===== src/rtl/crc32_stream.sv =====
// Streaming CRC-32 engine: framed valid/ready beats in, one CRC result per frame out.
// Byte-serial combinational fold parameterised by POLY and REFLECT, with a residue-match flag.
module crc32_stream #(
  parameter int unsigned DATA_W  = 32,
  parameter logic [31:0] POLY    = 32'h04C11DB7,
  parameter logic [31:0] INIT    = 32'hFFFFFFFF,
  parameter logic [31:0] XOR_OUT = 32'hFFFFFFFF,
  parameter bit          REFLECT = 1'b1,
  parameter logic [31:0] RESIDUE = 32'h2144DF1C
) (
  input  logic                Clk,
  input  logic                ARst,
  input  logic                InValid,
  output logic                InReady,
  input  logic [DATA_W-1:0]   InData,
  input  logic [DATA_W/8-1:0] InKeep,
  input  logic                InFirst,
  input  logic                InLast,
  output logic [31:0]         CrcOut,
  output logic                CrcOutValid,
  input  logic                CrcOutReady,
  output logic                CrcMatch
);

  localparam int unsigned NB = DATA_W / 8;

  typedef enum logic [1:0] {IDLE, ACCUM, HOLD} state_t;

  state_t      state_q, state_d;
  logic [31:0] crc_q, crc_d;
  logic [31:0] crc_out_q, crc_out_d;
  logic        out_valid_q, out_valid_d;
  logic        match_q, match_d;
  logic        in_ready_q, in_ready_d;

  logic              accept;
  logic [31:0]       fold;
  logic [31:0]       fin;
  logic [DATA_W-1:0] data_sh;
  logic [NB-1:0]     keep_sh;
  logic [7:0]        byte_v;
  logic              fb;

  assign accept = InValid && in_ready_q;

  // Shifts instead of variable bit-selects keep the unroll free of index arithmetic.
  always_comb begin
    fold    = (state_q == IDLE || InFirst) ? INIT : crc_q;
    data_sh = InData;
    keep_sh = InKeep;
    byte_v  = '0;
    fb      = 1'b0;
    for (int unsigned i = 0; i < NB; i++) begin
      byte_v = data_sh[7:0];
      if (!InLast || keep_sh[0]) begin
        for (int unsigned j = 0; j < 8; j++) begin
          fb     = fold[31] ^ (REFLECT ? byte_v[0] : byte_v[7]);
          fold   = {fold[30:0], 1'b0} ^ (fb ? POLY : 32'h0);
          byte_v = REFLECT ? (byte_v >> 1) : (byte_v << 1);
        end
      end
      data_sh = data_sh >> 8;
      keep_sh = keep_sh >> 1;
    end
    fin = (REFLECT ? {<<{fold}} : fold) ^ XOR_OUT;
  end

  always_comb begin
    state_d     = state_q;
    crc_d       = crc_q;
    crc_out_d   = crc_out_q;
    out_valid_d = out_valid_q;
    match_d     = match_q;
    case (state_q)
      IDLE, ACCUM: begin
        if (accept) begin
          crc_d = fold;
          if (InLast) begin
            crc_out_d   = fin;
            match_d     = (fin == RESIDUE);
            out_valid_d = 1'b1;
            state_d     = HOLD;
          end else begin
            state_d = ACCUM;
          end
        end
      end
      HOLD: begin
        if (CrcOutReady) begin
          out_valid_d = 1'b0;
          state_d     = IDLE;
        end
      end
      default: state_d = IDLE;
    endcase
    in_ready_d = (state_d != HOLD);
  end

  always_ff @(posedge Clk or posedge ARst) begin
    if (ARst) begin
      state_q     <= IDLE;
      crc_q       <= '0;
      crc_out_q   <= '0;
      out_valid_q <= 1'b0;
      match_q     <= 1'b0;
      in_ready_q  <= 1'b0;
    end else begin
      state_q     <= state_d;
      crc_q       <= crc_d;
      crc_out_q   <= crc_out_d;
      out_valid_q <= out_valid_d;
      match_q     <= match_d;
      in_ready_q  <= in_ready_d;
    end
  end

  assign InReady     = in_ready_q;
  assign CrcOut      = crc_out_q;
  assign CrcOutValid = out_valid_q;
  assign CrcMatch    = match_q;

endmodule


===== config.mk =====
export PLATFORM = sky130hd
export DESIGN_NAME = crc32_stream
export DESIGN_NICKNAME = d
export VERILOG_FILES = /design/src/rtl/crc32_stream.sv
export SDC_FILE = /design/constraint.sdc
export NUM_CORES = 1
export LEC_CHECK = 0
export BUFFER_PORTS_ARGS = -buffer_cell sky130_fd_sc_hd__buf_2
export CAP_MARGIN = 5
export CORE_ASPECT_RATIO = 1.1
export CORE_UTILIZATION = 64
export CTS_BUF_LIST = sky130_fd_sc_hd__clkbuf_8
export CTS_CLUSTER_SIZE = 40
export DETAILED_ROUTE_END_ITERATION = 8
export PLACE_DENSITY = 0.82
export SLEW_MARGIN = 20
export SYNTH_ARGS = -nofsm -noshare
export SYNTH_HDL_FRONTEND = slang
export SYNTH_SLANG_ARGS = --single-unit

===== constraint.sdc =====
create_clock -name Clk -period 6.7 [get_ports Clk]
set_input_delay 1.005 -clock Clk [delete_from_list [all_inputs] [get_ports Clk]]
set_output_delay 1.005 -clock Clk [all_outputs]
set_load 0.01 [all_outputs]

==> metrics.cfg <==
[global_route]
grt_max_degree = 70
grt_usage = 0.413
grt_pass1_vias = 9123
overflow = 0
grt_pass1_wl_um = 50400
antenna_found_initial = 0

[synthesis]
synth_seq_area_share = 0.173
synthFlopType = dfrtp_1
yosys-top-cells-area = dfrtp_1, xnor2_1, xnor3_1
synthTopCellsByCount = xnor2_1, nand2_1, nor2_1
netlist.area_leader.share = 0.173
synth.most_common_cell = xnor2_1
syn_avg_cell_area_um2 = 8.41
synth_cell_type_count = 99
syn_nets = 1230
async_reset_ff_frac = 1.00
synth_area_um2 = 9990
synth_edf_count = 0
syn_inst = 1188
yosysWarnings = 0
synth_area_leader_cell = dfrtp_1
ys_ff_latch = 69

[cts]
cts_tree = built
numCtsBuffers = 9
cts-root-buf = clkbuf_8
htreeDepth = 3
cts_hold_buf = 0
clkTransAtPathRegs_ns = 0.07
clkSinkCount = 69
max-clock-path-buffers = 2
clock_latency_ns = 0.35

[timing]
grt_setup_unrepaired = false
fin_ws_ns = 0.308
setup-violations-final = 0
clock_skew_ns = 0.00918
period_share = 0.954
slew_viol_final = 0
fmax_mhz = 156
worst_slew_pin_slew_ns = 1.01
layout_min_cycle_time_ns = 6.39
relSlewSlack = 0.324
holdWs_ns = 0.486
hold_viol = 0

[floorplan]
io_pins = 77
placementRows = 47
die_w_um = 121
die_h_um = 133
die_area_um2 = 16100
core_um2 = 15200
start_util = 0.659

[layout]
area_growth_pct = 10.3
multi_input_area_um2 = 7880
seq_area_um2 = 1730
insertedDiodeCount = 0
fin_nets = 1307
fillers = 1213
utilization = 0.726
final_cells = 1464
drive_gt1_frac = 0.209

[drt]
firstDrtPassIters = 7
wl_um = 33000
wire_per_inst_um = 22.6
vias = 9811
drtIter0Drc = 1146
via_per_inst = 6.70
detail-route-antenna-nets = 0
drc_errors = 0

[worst_setup_path]
cpMaxStageDelayCell = xnor3_1
worst-setup-path-type = in2reg
end_kind = register
setup.worst_path.start_class = input port
required_ns = 6.96
max_stage_delay_ns = 0.51
critPathMaxFanout = 23
path_cells = buf_2 > o21bai_4 > buf_12 > nor3_1 > nor2_1 > buf_4 > xnor3_1 > a211o_1 > nand3_1 > a41oi_2 > nor3_4 > xnor3_1 > mux2i_4 > xnor2_1 > a311oi_1 > nor2_1 > xnor3_1 > or3b_1 > a21oi_1 > o2111ai_1 > o31ai_1
critPathArrivalTime_ns = 6.65
cpMostUsedCell = xnor3_1

[placed_design]
io_buffers = 76
dpl.hpwl_um = 25900
dp.cells = 1450
globalplace.congestion = 1.04
dp_slack_ns = -0.00201

[run_status]
status = complete, no violations

[flow_run]
maxCapViolCount = 0

[hold_path]
hold_class = reg2reg

layout make-up:
type / count / area share
clock buffers: 10 / 0.0125
clock inverters: 4 / 0.00454
inverters: 10 / 0.00341
multi-input cells: 1025 / 0.715
flip-flops and latches: 69 / 0.157
well taps: 196 / 0.0222
repair buffers: 150 / 0.0860
flip-flops by register name (all words and copies together), names as in the netlist:
register	count
CrcOutValid	1
InReady	1
CrcMatch	1
state_q	2
crc_q	32
CrcOut	32
critical path: cells and delay by family:
family,cells,cell delay (ns)
buffers and inverters,3,0.50
AND/OR/NAND/NOR,6,1.39
XOR/XNOR,4,1.53
multiplexers,1,0.31
AO/OA/AOI/OAI,7,1.87
layer usage:
layer	GRT usage	part of all wire	wire length, um	vias up
li1	-	-	-	4467
met1	0.563	0.41	13500	4704
met2	0.670	0.46	15200	542
met3	0.0362	0.084	2760	98
met4	0.175	0.048	1570	0
met5	0	0	0	-
metrics by stage:
stage          TNS [ns]  area [um^2]
2_1_floorplan         0         9990
3_3_place_gp          0        10800
3_5_place_dp   -0.00201        10800
4_1_cts               0        11000
5_1_grt               0        11000
6_report              0        11000
placed cells by master (no fill, tap or decap), types with 11 or more instances in the layout:
master / Yosys / layout
a211o_1: 12 / 12
dfrtp_1: 69 / 69
o21a_1: 19 / 19
mux2_2: 24 / 24
xnor2_1: 124 / 124
o21ai_0: 76 / 76
xnor3_1: 34 / 34
nor2_1: 104 / 104
buf_4: 4 / 73
xor2_1: 37 / 37
mux2i_1: 30 / 30
nand2_1: 122 / 122
or3_1: 23 / 23
a21o_1: 11 / 11
a21oi_1: 60 / 60
buf_2: 7 / 76
o211ai_1: 26 / 26
nand3_1: 23 / 23
nor3_1: 47 / 47
a211oi_1: 27 / 27
and2_1: 15 / 15
cells by family after synthesis:
group | Yosys count | synth area share
buffers and inverters | 94 | 0.0414
XOR/XNOR | 221 | 0.271
AND/OR/NAND/NOR | 416 | 0.208
flip-flops | 69 | 0.173
AO/OA/AOI/OAI | 331 | 0.243
multiplexers | 57 | 0.0631
path summary, 6_finish.rpt:
kind / startpoint / endpoint / slack [ns] / cells after the start
worst max-delay path: InFirst / CrcMatch / 0.31 / 21
worst min-delay path: CrcOut[9] / CrcOut[9] / 0.49 / 2
worst max register to register: state_q[1] / CrcMatch / 0.40 / 20
worst min register to register: CrcOut[9] / CrcOut[9] / 0.49 / 2
max in group asynchronous: ARst / crc_q[11] / 5.26 / 3
min in group asynchronous: ARst / CrcOut[15] / 0.91 / 3
timing repair:
item | 4_1_cts | 5_1_grt
setup endpoints to repair | 0 | 1
setup buffers | 0 | 0
resized for setup | 0 | 1
Power is not shown: default switching activity piles up to over one toggle a cycle in this logic, so the estimate is an artifact.
